<file path="config.mk">
export PLATFORM = sky130hd
export DESIGN_NAME = nvdla_rr_pkt_arb
export DESIGN_NICKNAME = d
export VERILOG_FILES = /design/src/rtl/nvdla_rr_pkt_arb.sv
export SDC_FILE = /design/constraint.sdc
export NUM_CORES = 1
export LEC_CHECK = 0
export ABC_AREA = 1
export ABC_CLOCK_PERIOD_IN_PS = 2250
export CAP_MARGIN = 0
export CELL_PAD_IN_SITES_DETAIL_PLACEMENT = 0
export CELL_PAD_IN_SITES_GLOBAL_PLACEMENT = 1
export CORE_UTILIZATION = 16
export CTS_BUF_LIST = sky130_fd_sc_hd__clkbuf_16
export DETAILED_ROUTE_END_ITERATION = 7
export GPL_TIMING_DRIVEN = 0
export PLACE_DENSITY = 0.81
export SYNTH_ARGS = -nofsm -noshare
export SYNTH_HDL_FRONTEND = slang
export SYNTH_SLANG_ARGS = --single-unit
</file>
<file path="constraint.sdc">
create_clock -name nvdla_core_clk -period 2.25 [get_ports nvdla_core_clk]
set_input_delay 0.45 -clock nvdla_core_clk [delete_from_list [all_inputs] [get_ports nvdla_core_clk]]
set_output_delay 0.45 -clock nvdla_core_clk [all_outputs]
set_load 0.03 [all_outputs]
</file>
<file path="src/rtl/nvdla_rr_pkt_arb.sv">
// Round-robin packet arbiter: one downstream valid/ready channel shared by
// NUM_REQ requesters, each grant held until the packet tail is accepted.
module nvdla_rr_pkt_arb #(
    parameter int NUM_REQ = 4,
    parameter int DW      = 32,
    parameter int IW      = 3
) (
    input  logic                    nvdla_core_clk,
    input  logic                    nvdla_core_rst,
    input  logic [NUM_REQ-1:0]      req_valid,
    input  logic [NUM_REQ*DW-1:0]   req_pd,
    input  logic [NUM_REQ-1:0]      req_last,
    output logic [NUM_REQ-1:0]      req_ready,
    output logic                    out_valid,
    output logic [DW-1:0]           out_pd,
    output logic                    out_last,
    input  logic                    out_ready,
    output logic [IW-1:0]           gnt_id,
    output logic                    busy
);

    localparam logic [0:0]  ST_IDLE   = 1'b0;
    localparam logic [0:0]  ST_LOCK   = 1'b1;
    localparam logic [IW:0] NUM_REQ_W = (IW+1)'(NUM_REQ);
    localparam logic [IW-1:0] LAST_ID = IW'(NUM_REQ - 1);

    logic [0:0]             state_q, state_d;
    logic [IW-1:0]          gnt_id_q, gnt_id_d;
    logic [IW-1:0]          ptr_q, ptr_d;

    logic                   any_req;
    logic [2*NUM_REQ-1:0]   req_dbl;
    logic [NUM_REQ-1:0]     req_rot;
    logic                   hit;
    logic [IW-1:0]          win_off;
    logic [IW:0]            win_sum;
    logic [IW-1:0]          win_id;

    logic                   sel_valid;
    logic                   sel_last;
    logic [DW-1:0]          sel_pd;
    logic                   lock;
    logic                   hs;
    logic [IW-1:0]          ptr_next;

    assign any_req = |req_valid;

    // Rotate so that bit 0 is the highest-priority requester (ptr).
    assign req_dbl = {req_valid, req_valid};
    assign req_rot = NUM_REQ'(req_dbl >> ptr_q);

    always_comb begin
        hit     = 1'b0;
        win_off = '0;
        for (int k = 0; k < NUM_REQ; k++) begin
            if (!hit && req_rot[k]) begin
                hit     = 1'b1;
                win_off = IW'(k);
            end
        end
    end

    assign win_sum = {1'b0, ptr_q} + {1'b0, win_off};
    assign win_id  = (win_sum >= NUM_REQ_W) ? IW'(win_sum - NUM_REQ_W)
                                            : IW'(win_sum);

    always_comb begin
        sel_valid = 1'b0;
        sel_last  = 1'b0;
        sel_pd    = '0;
        for (int i = 0; i < NUM_REQ; i++) begin
            if (gnt_id_q == IW'(i)) begin
                sel_valid = req_valid[i];
                sel_last  = req_last[i];
                sel_pd    = req_pd[i*DW +: DW];
            end
        end
    end

    // Reset gates every accept so no beat is lost in the reset cycle.
    assign lock      = (state_q == ST_LOCK) & ~nvdla_core_rst;
    assign out_valid = lock & sel_valid;
    assign out_pd    = sel_pd;
    assign out_last  = sel_last;
    assign hs        = out_valid & out_ready;

    always_comb begin
        req_ready = '0;
        for (int i = 0; i < NUM_REQ; i++) begin
            req_ready[i] = lock & out_ready & (gnt_id_q == IW'(i));
        end
    end

    assign ptr_next = (gnt_id_q == LAST_ID) ? '0 : gnt_id_q + IW'(1);

    always_comb begin
        state_d  = state_q;
        gnt_id_d = gnt_id_q;
        ptr_d    = ptr_q;
        unique case (state_q)
            ST_IDLE: begin
                if (any_req) begin
                    gnt_id_d = win_id;
                    state_d  = ST_LOCK;
                end
            end
            ST_LOCK: begin
                if (hs && sel_last) begin
                    state_d = ST_IDLE;
                    ptr_d   = ptr_next;
                end
            end
            default: state_d = ST_IDLE;
        endcase
    end

    always_ff @(posedge nvdla_core_clk) begin
        if (nvdla_core_rst) begin
            state_q  <= ST_IDLE;
            gnt_id_q <= '0;
            ptr_q    <= '0;
        end else begin
            state_q  <= state_d;
            gnt_id_q <= gnt_id_d;
            ptr_q    <= ptr_d;
        end
    end

    assign busy   = (state_q == ST_LOCK);
    assign gnt_id = gnt_id_q;

endmodule

</file>
==> flow_summary.json, run 1 <==
{
  "outcome": "complete, but fails checks",
  "violations": "setup timing",
  "synth_cells": 324,
  "drive_gt1_share_pct": 46.4,
  "clkSinkCount": 7,
  "start_util_pct": 16.8,
  "multi_input_area_sq_um": 2000,
  "crit_type": "flop to output pin",
  "die_w_um": 104,
  "grt_max_degree": 11,
  "clk_pin_slew_worst_paths_ns": 0.03,
  "clk_path_buf_depth": 2,
  "whs_ns": 0.530,
  "area_growth_pct": 179,
  "finalSetupViolCount": 32,
  "ant_nets": 0,
  "vias": 3007,
  "seqCellArea_sq_um": 149,
  "drc": 0,
  "dieArea_sq_um": 10900,
  "yosysSeqAreaShare_pct": 8.38,
  "end_kind": "output pin",
  "drt-pass1-iter-count": 4,
  "cp.arrival_ns": 1.92,
  "rsz0062_at_grt": "true",
  "rows": 36,
  "place_area_sq_um": 3750,
  "cts_made_buffers": 3,
  "htreeDepth": 1,
  "dp_hpwl_um": 7630,
  "die_h_um": 104,
  "fin_worst_skew_ns": 0.00375,
  "ys_seq_elements": 7,
  "avgSynthCellArea_sq_um": 5.16,
  "relSlewSlack_pct": 76.9,
  "tightest_slew_ns": 0.347,
  "critPathLaunchType": "flop",
  "drv_cap": 0,
  "tns_ns": -2.64,
  "wl_per_cell_um": 15.2,
  "path_common_cell": "buf_6",
  "port_buffers": 180,
  "drv_slew": 0,
  "max_freq_mhz": 421,
  "ys_warn_count": 0,
  "antenna_found_initial": 0,
  "final_cell_mix": "clkdlybuf4s50_1, nand2_1, o21ai_2",
  "cts.root.buffer_cell": "clkbuf_16",
  "core_sq_um": 9950,
  "worst-path-max-fanout": 8,
  "worst_ep_required_time_ns": 1.80,
  "track_usage_pct": 18.3,
  "power_leakage_nw": 2.10,
  "worst_slack_ns": -0.124,
  "fin_nets": 675,
  "drt_wl_total_um": 10000,
  "post-route-period-util_pct": 106,
  "post-route-min-period_ns": 2.37,
  "gp_congestion": 0.811,
  "io_pins": 181,
  "drt-vias-per-instance": 4.55,
  "dp_slack_ns": -0.635,
  "grt_pass1_wl_um": 16100,
  "irDropWorstVdd_v": 0.000298,
  "synthesis.area_sq_um": 1670,
  "slowest_stage": "dfxtp_4",
  "cpPeakStageDelay_ns": 0.36,
  "final_area_sq_um": 4670,
  "hold_viol_final": 0,
  "synth_cell_types": 30,
  "ctsHoldBuffers": 0,
  "cts_tree": "built",
  "hold_path_class": "flop to flop",
  "diodes": 0,
  "clock_latency_ns": 0.23,
  "grt_pass1_vias": 3161,
  "p_per_area_nw_per_um2": 457,
  "drtIter0Drc": 129,
  "nFillCells": 988,
  "cp_cell_sequence": "inv_4, buf_6, ha_4, buf_6, nor2_4, buf_12, buf_8, nand2_2, nand3_2, o21ai_2, o21ai_2, buf_6",
  "layout_commonest_cell": "clkdlybuf4s50_1",
  "grt_remaining_overflow": 0,
  "synth_nets": 470
}
flip-flops by register name, indices dropped and copies added (netlist names):
signal  count
busy        1
gnt_id      3
ptr_q       3
worst max-delay path: cells and delay by family, from the launching register on:
| kind | cells | cell delay (ns) |
|---|---|---|
| flip-flops | 1 | 0.36 |
| AND/OR/NAND/NOR | 3 | 0.20 |
| adder cells (fa/ha/maj) | 1 | 0.18 |
| buffers and inverters | 6 | 0.73 |
| AO/OA/AOI/OAI | 2 | 0.21 |
metrics by stage:
step	utilization, %	instances	power [mW]
floorplan	-	324	0.821
global placement	37.7	637	1.42
detailed placement	37.7	637	1.42
CTS	45.5	658	2.10
global route	46.9	661	2.25
finish	46.9	661	2.13
power breakdown:
part           internal (mW)  total (mW)  switching, mW
Sequential             0.132       0.144         0.0120
Combinational          0.826        1.69          0.863
Clock                  0.231       0.301         0.0701
Total                   1.19        2.13          0.945
layout make-up:
cell class	instances	area share, %
Inverter	21	1.90
Multi-Input combinational cell	277	42.8
Timing Repair Buffer	199	43.2
Clock buffer	3	1.61
Tap cell	133	3.57
Buffer	20	3.65
Sequential cell	7	3.19
Clock inverter	1	0.0805
worst paths after layout:
| path | start | to | slack, ns | cells after the start |
|---|---|---|---|---|
| setup / recovery | gnt_id[1] | out_pd[11] | -0.12 | 12 |
| hold reg to reg | gnt_id[1] | gnt_id[1] | 0.53 | 2 |
| hold / removal | gnt_id[1] | gnt_id[1] | 0.53 | 2 |
| setup reg to reg | ptr_q[0] | gnt_id[1] | 0.19 | 11 |
routing by layer:
layer	global-route usage, %	vias up	wire length [um]
met5	0	-	0
met4	3.98	0	129
met3	3.07	13	589
met2	35.3	114	5300
met1	20.8	1387	4000
li1	-	1493	-
cells in the mapped netlist, drive strengths merged:
library cell    n  area [sq um]
nand2         123           477
o21ai          73           373
nand3          41           210
inv            21          81.3
nor2           17          83.8
buf            13          86.3
clkbuf          7          26.3
dfxtp           7           140
ha              6          75.1
a21oi           5          28.8
a31oi           2          12.5
nand3b          2          15.0
a211oi          1          7.51
a21boi          1          7.51
a21o            1          7.51
fa              1          20.0
mux2i           1          10.0
nor3            1          5.00
o22ai           1          6.26
logic make-up (layout without fill, tap and decap cells):
logic type	after synthesis	after routing	synth area share [%]
AO/OA/AOI/OAI	84	84	26.5
adder cells (fa/ha/maj)	7	7	5.68
buffers and inverters	41	244	11.6
flip-flops	7	7	8.38
multiplexers	1	1	0.598
AND/OR/NAND/NOR	184	185	47.3
repair_timing:
| item | in CTS | in global routing |
|---|---|---|
| cloned | 7 | 0 |
| pin swaps | 37 | 38 |
| setup buffers | 10 | 3 |
| gates resized for setup | 422 | 48 |
| endpoints found under the setup margin | 40 | 39 |
Power figures use the tool's default switching activity.
==> run 2, diff against run 1 <==
--- a/config.mk
+++ b/config.mk
@@ -10,6 +10,7 @@
 export CAP_MARGIN = 0
 export CELL_PAD_IN_SITES_DETAIL_PLACEMENT = 0
 export CELL_PAD_IN_SITES_GLOBAL_PLACEMENT = 1
+export CORE_ASPECT_RATIO = 0.5
 export CORE_UTILIZATION = 16
 export CTS_BUF_LIST = sky130_fd_sc_hd__clkbuf_16
 export DETAILED_ROUTE_END_ITERATION = 7
==> run 2 against run 1 <==
Utilization shrank 1.2 points; combinational power shrank 5%; the flow still finishes with violations (setup timing); sequential cell count is the same; design area shrank 4.3%; register-to-register slack gained 0.05 ns; critical path depth grew 1; sequential power is essentially flat; worst hold slack gained 0.040 ns; count of clock-buffer cells in the layout is the same; maximum frequency grew 3.4%; power shrank 3.5%; routed wire length shrank 2.9%; highest routed layer unchanged.
==> flow_summary.json, run 2 (synthesis results as in run 1) <==
{
  "rr_startpoint": "ptr_q[0]",
  "clk_pin_slew_worst_paths_ns": 0.04,
  "drc": 0,
  "cpPeakStageDelay_ns": 0.35,
  "cp.arrival_ns": 1.85,
  "cts_made_buffers": 3,
  "die_w_um": 147,
  "power_frac_seq_pct": 6.9,
  "worst_ep_required_time_ns": 1.80,
  "drt-vias-per-instance": 4.42,
  "p_per_area_nw_per_um2": 461,
  "hold_path_class": "flop to flop",
  "layout_commonest_cell": "clkdlybuf4s50_1",
  "area_growth_pct": 167,
  "diodes": 0,
  "intPower_mw": 1.17,
  "relSlewSlack_pct": 76.4,
  "switching_share_pct": 43.3,
  "dr_wl_met2_um": 5080,
  "post-route-period-util_pct": 102,
  "core_sq_um": 9790,
  "utilization_pct": 45.6,
  "wl_met3_um": 309,
  "dieArea_sq_um": 10900,
  "violations": "setup timing",
  "drive_gt1_share_pct": 39.5,
  "max_freq_mhz": 436,
  "cts_tree": "built",
  "nFillCells": 1017,
  "ctsHoldBuffers": 0,
  "cts.root.buffer_cell": "clkbuf_16",
  "fin_worst_skew_ns": 0.00330,
  "die_h_um": 74.3,
  "end_kind": "output pin",
  "clkPwrFrac_pct": 14.7,
  "finalSetupViolCount": 25,
  "drtIter0Drc": 62,
  "dp_hpwl_um": 7300,
  "grt_remaining_overflow": 0,
  "worst_slack_ns": -0.0454,
  "path_buf_inv": 6,
  "rows": 25,
  "dp_slack_ns": -0.621,
  "slowest_stage": "dfxtp_4",
  "tightest_slew_ns": 0.354,
  "cp_cell_sequence": "inv_4, ha_4, inv_2, nor2_4, inv_2, nor2_4, buf_12, buf_8, nand2_2, nand3_2, o21ai_2, o21ai_2, buf_6",
  "switchingPower_mw": 0.891,
  "htreeDepth": 1,
  "drv_cap": 0,
  "outcome": "complete, but fails checks",
  "grt_pass1_wl_um": 14400,
  "worst-path-max-fanout": 8,
  "track_usage_pct": 16.6,
  "post-route-min-period_ns": 2.30,
  "drv_slew": 0,
  "wl_per_cell_um": 14.7,
  "final_cell_mix": "clkdlybuf4s50_1, nand2_1, o21ai_2",
  "drt_wl_total_um": 9730,
  "fin_nets": 674,
  "path_delay_family": "buffers and inverters",
  "cp-startpoint": "gnt_id[0]",
  "vias": 2927,
  "clkSinkCount": 7,
  "crit_type": "flop to output pin",
  "grt_max_degree": 11,
  "gp_congestion": 0.807,
  "antenna_found_initial": 0,
  "start_util_pct": 17.1,
  "ant_nets": 0,
  "pwr-share-comb_pct": 78.4,
  "irDropWorstVdd_v": 0.000229,
  "top_layer_used": "met4",
  "drt-pass1-iter-count": 4,
  "rsz0062_at_grt": "true",
  "io_pins": 181,
  "critPathLaunchType": "flop",
  "clk_path_buf_depth": 2,
  "hold_viol_final": 0,
  "clock_latency_ns": 0.23,
  "hold_start": "ptr_q[2]",
  "met1_length_um": 4250,
  "power_leakage_nw": 1.97,
  "port_buffers": 180,
  "grt_pass1_vias": 2822
}
## run 2: changes by cell type in the layout (fill, tap and decap cells not counted), sizes merged
cell	before	now
clkbuf	16	12
buf	64	67
clkdlybuf4s15	0	1
nor2	18	17
## run 2: area by class of cell
cell class                      instances  area (sq um)  share of cell area [%]
Clock buffer                            3          75.1                    1.68
Timing Repair Buffer                  199          2020                    45.2
Sequential cell                         7           149                    3.33
Tap cell                              135           169                    3.78
Buffer                                 20           174                    3.89
Inverter                               21          86.3                    1.93
Clock inverter                          1          3.75                  0.0840
Multi-Input combinational cell        276          1790                    40.1
## run 2: routing by layer
metal  vias to the layer above  GRT usage (%)
met5                         -              0
met4                         0           3.13
li1                       1488              -
met2                        66           31.3
met3                         9           1.53
met1                      1364           21.1
## run 2: what timing repair did
item	CTS	global route
hold endpoints to repair	0	0
gates cloned	5	0
resized for setup	299	127
buffers inserted	10	4
setup endpoints to repair	40	40
pin swaps	13	32
## run 2: worst reg2reg max path: stages, from the launching register on
cell      delay [ns]
dfxtp_1         0.32
buf_2           0.21
nand2_1         0.07
o21ai_1         0.10
o22ai_1         0.10
inv_1           0.09
nand2_1         0.07
a21boi_2        0.12
ha_2            0.21
fa_1            0.43
o21ai_2         0.12
a21oi_1         0.05
## run 2: worst paths after layout
path	to	slack (ns)	cells after the start
worst min-delay path	ptr_q[2]	0.57	2
worst min register to register	ptr_q[2]	0.57	2
worst max register to register	gnt_id[1]	0.24	11
worst max-delay path	out_pd[6]	-0.05	13
## run 2: power by group through the flow
stage | clock network (mW) | registers [mW] | logic, mW
final | 0.303 | 0.143 | 1.61
after global routing | 0.318 | 0.145 | 1.72
after CTS | 0.310 | 0.143 | 1.43
after detailed placement | 0 | 0.142 | 1.28
after global placement | 0 | 0.143 | 1.27
after floorplan | 0 | 0.152 | 0.669
## run 2: stage by stage
stage	TNS [ns]	area (sq um)	total power [mW]	hold WS (ns)	cells
final	-0.370	4470	2.06	0.569	662
after floorplan	-0.119	1790	0.821	0.476	324
after detailed placement	-19.51	3760	1.42	0.536	639
after CTS	-2.15	4100	1.89	0.542	658
after global routing	-3.92	4470	2.19	0.622	662
after global placement	-19.17	3760	1.42	0.540	639
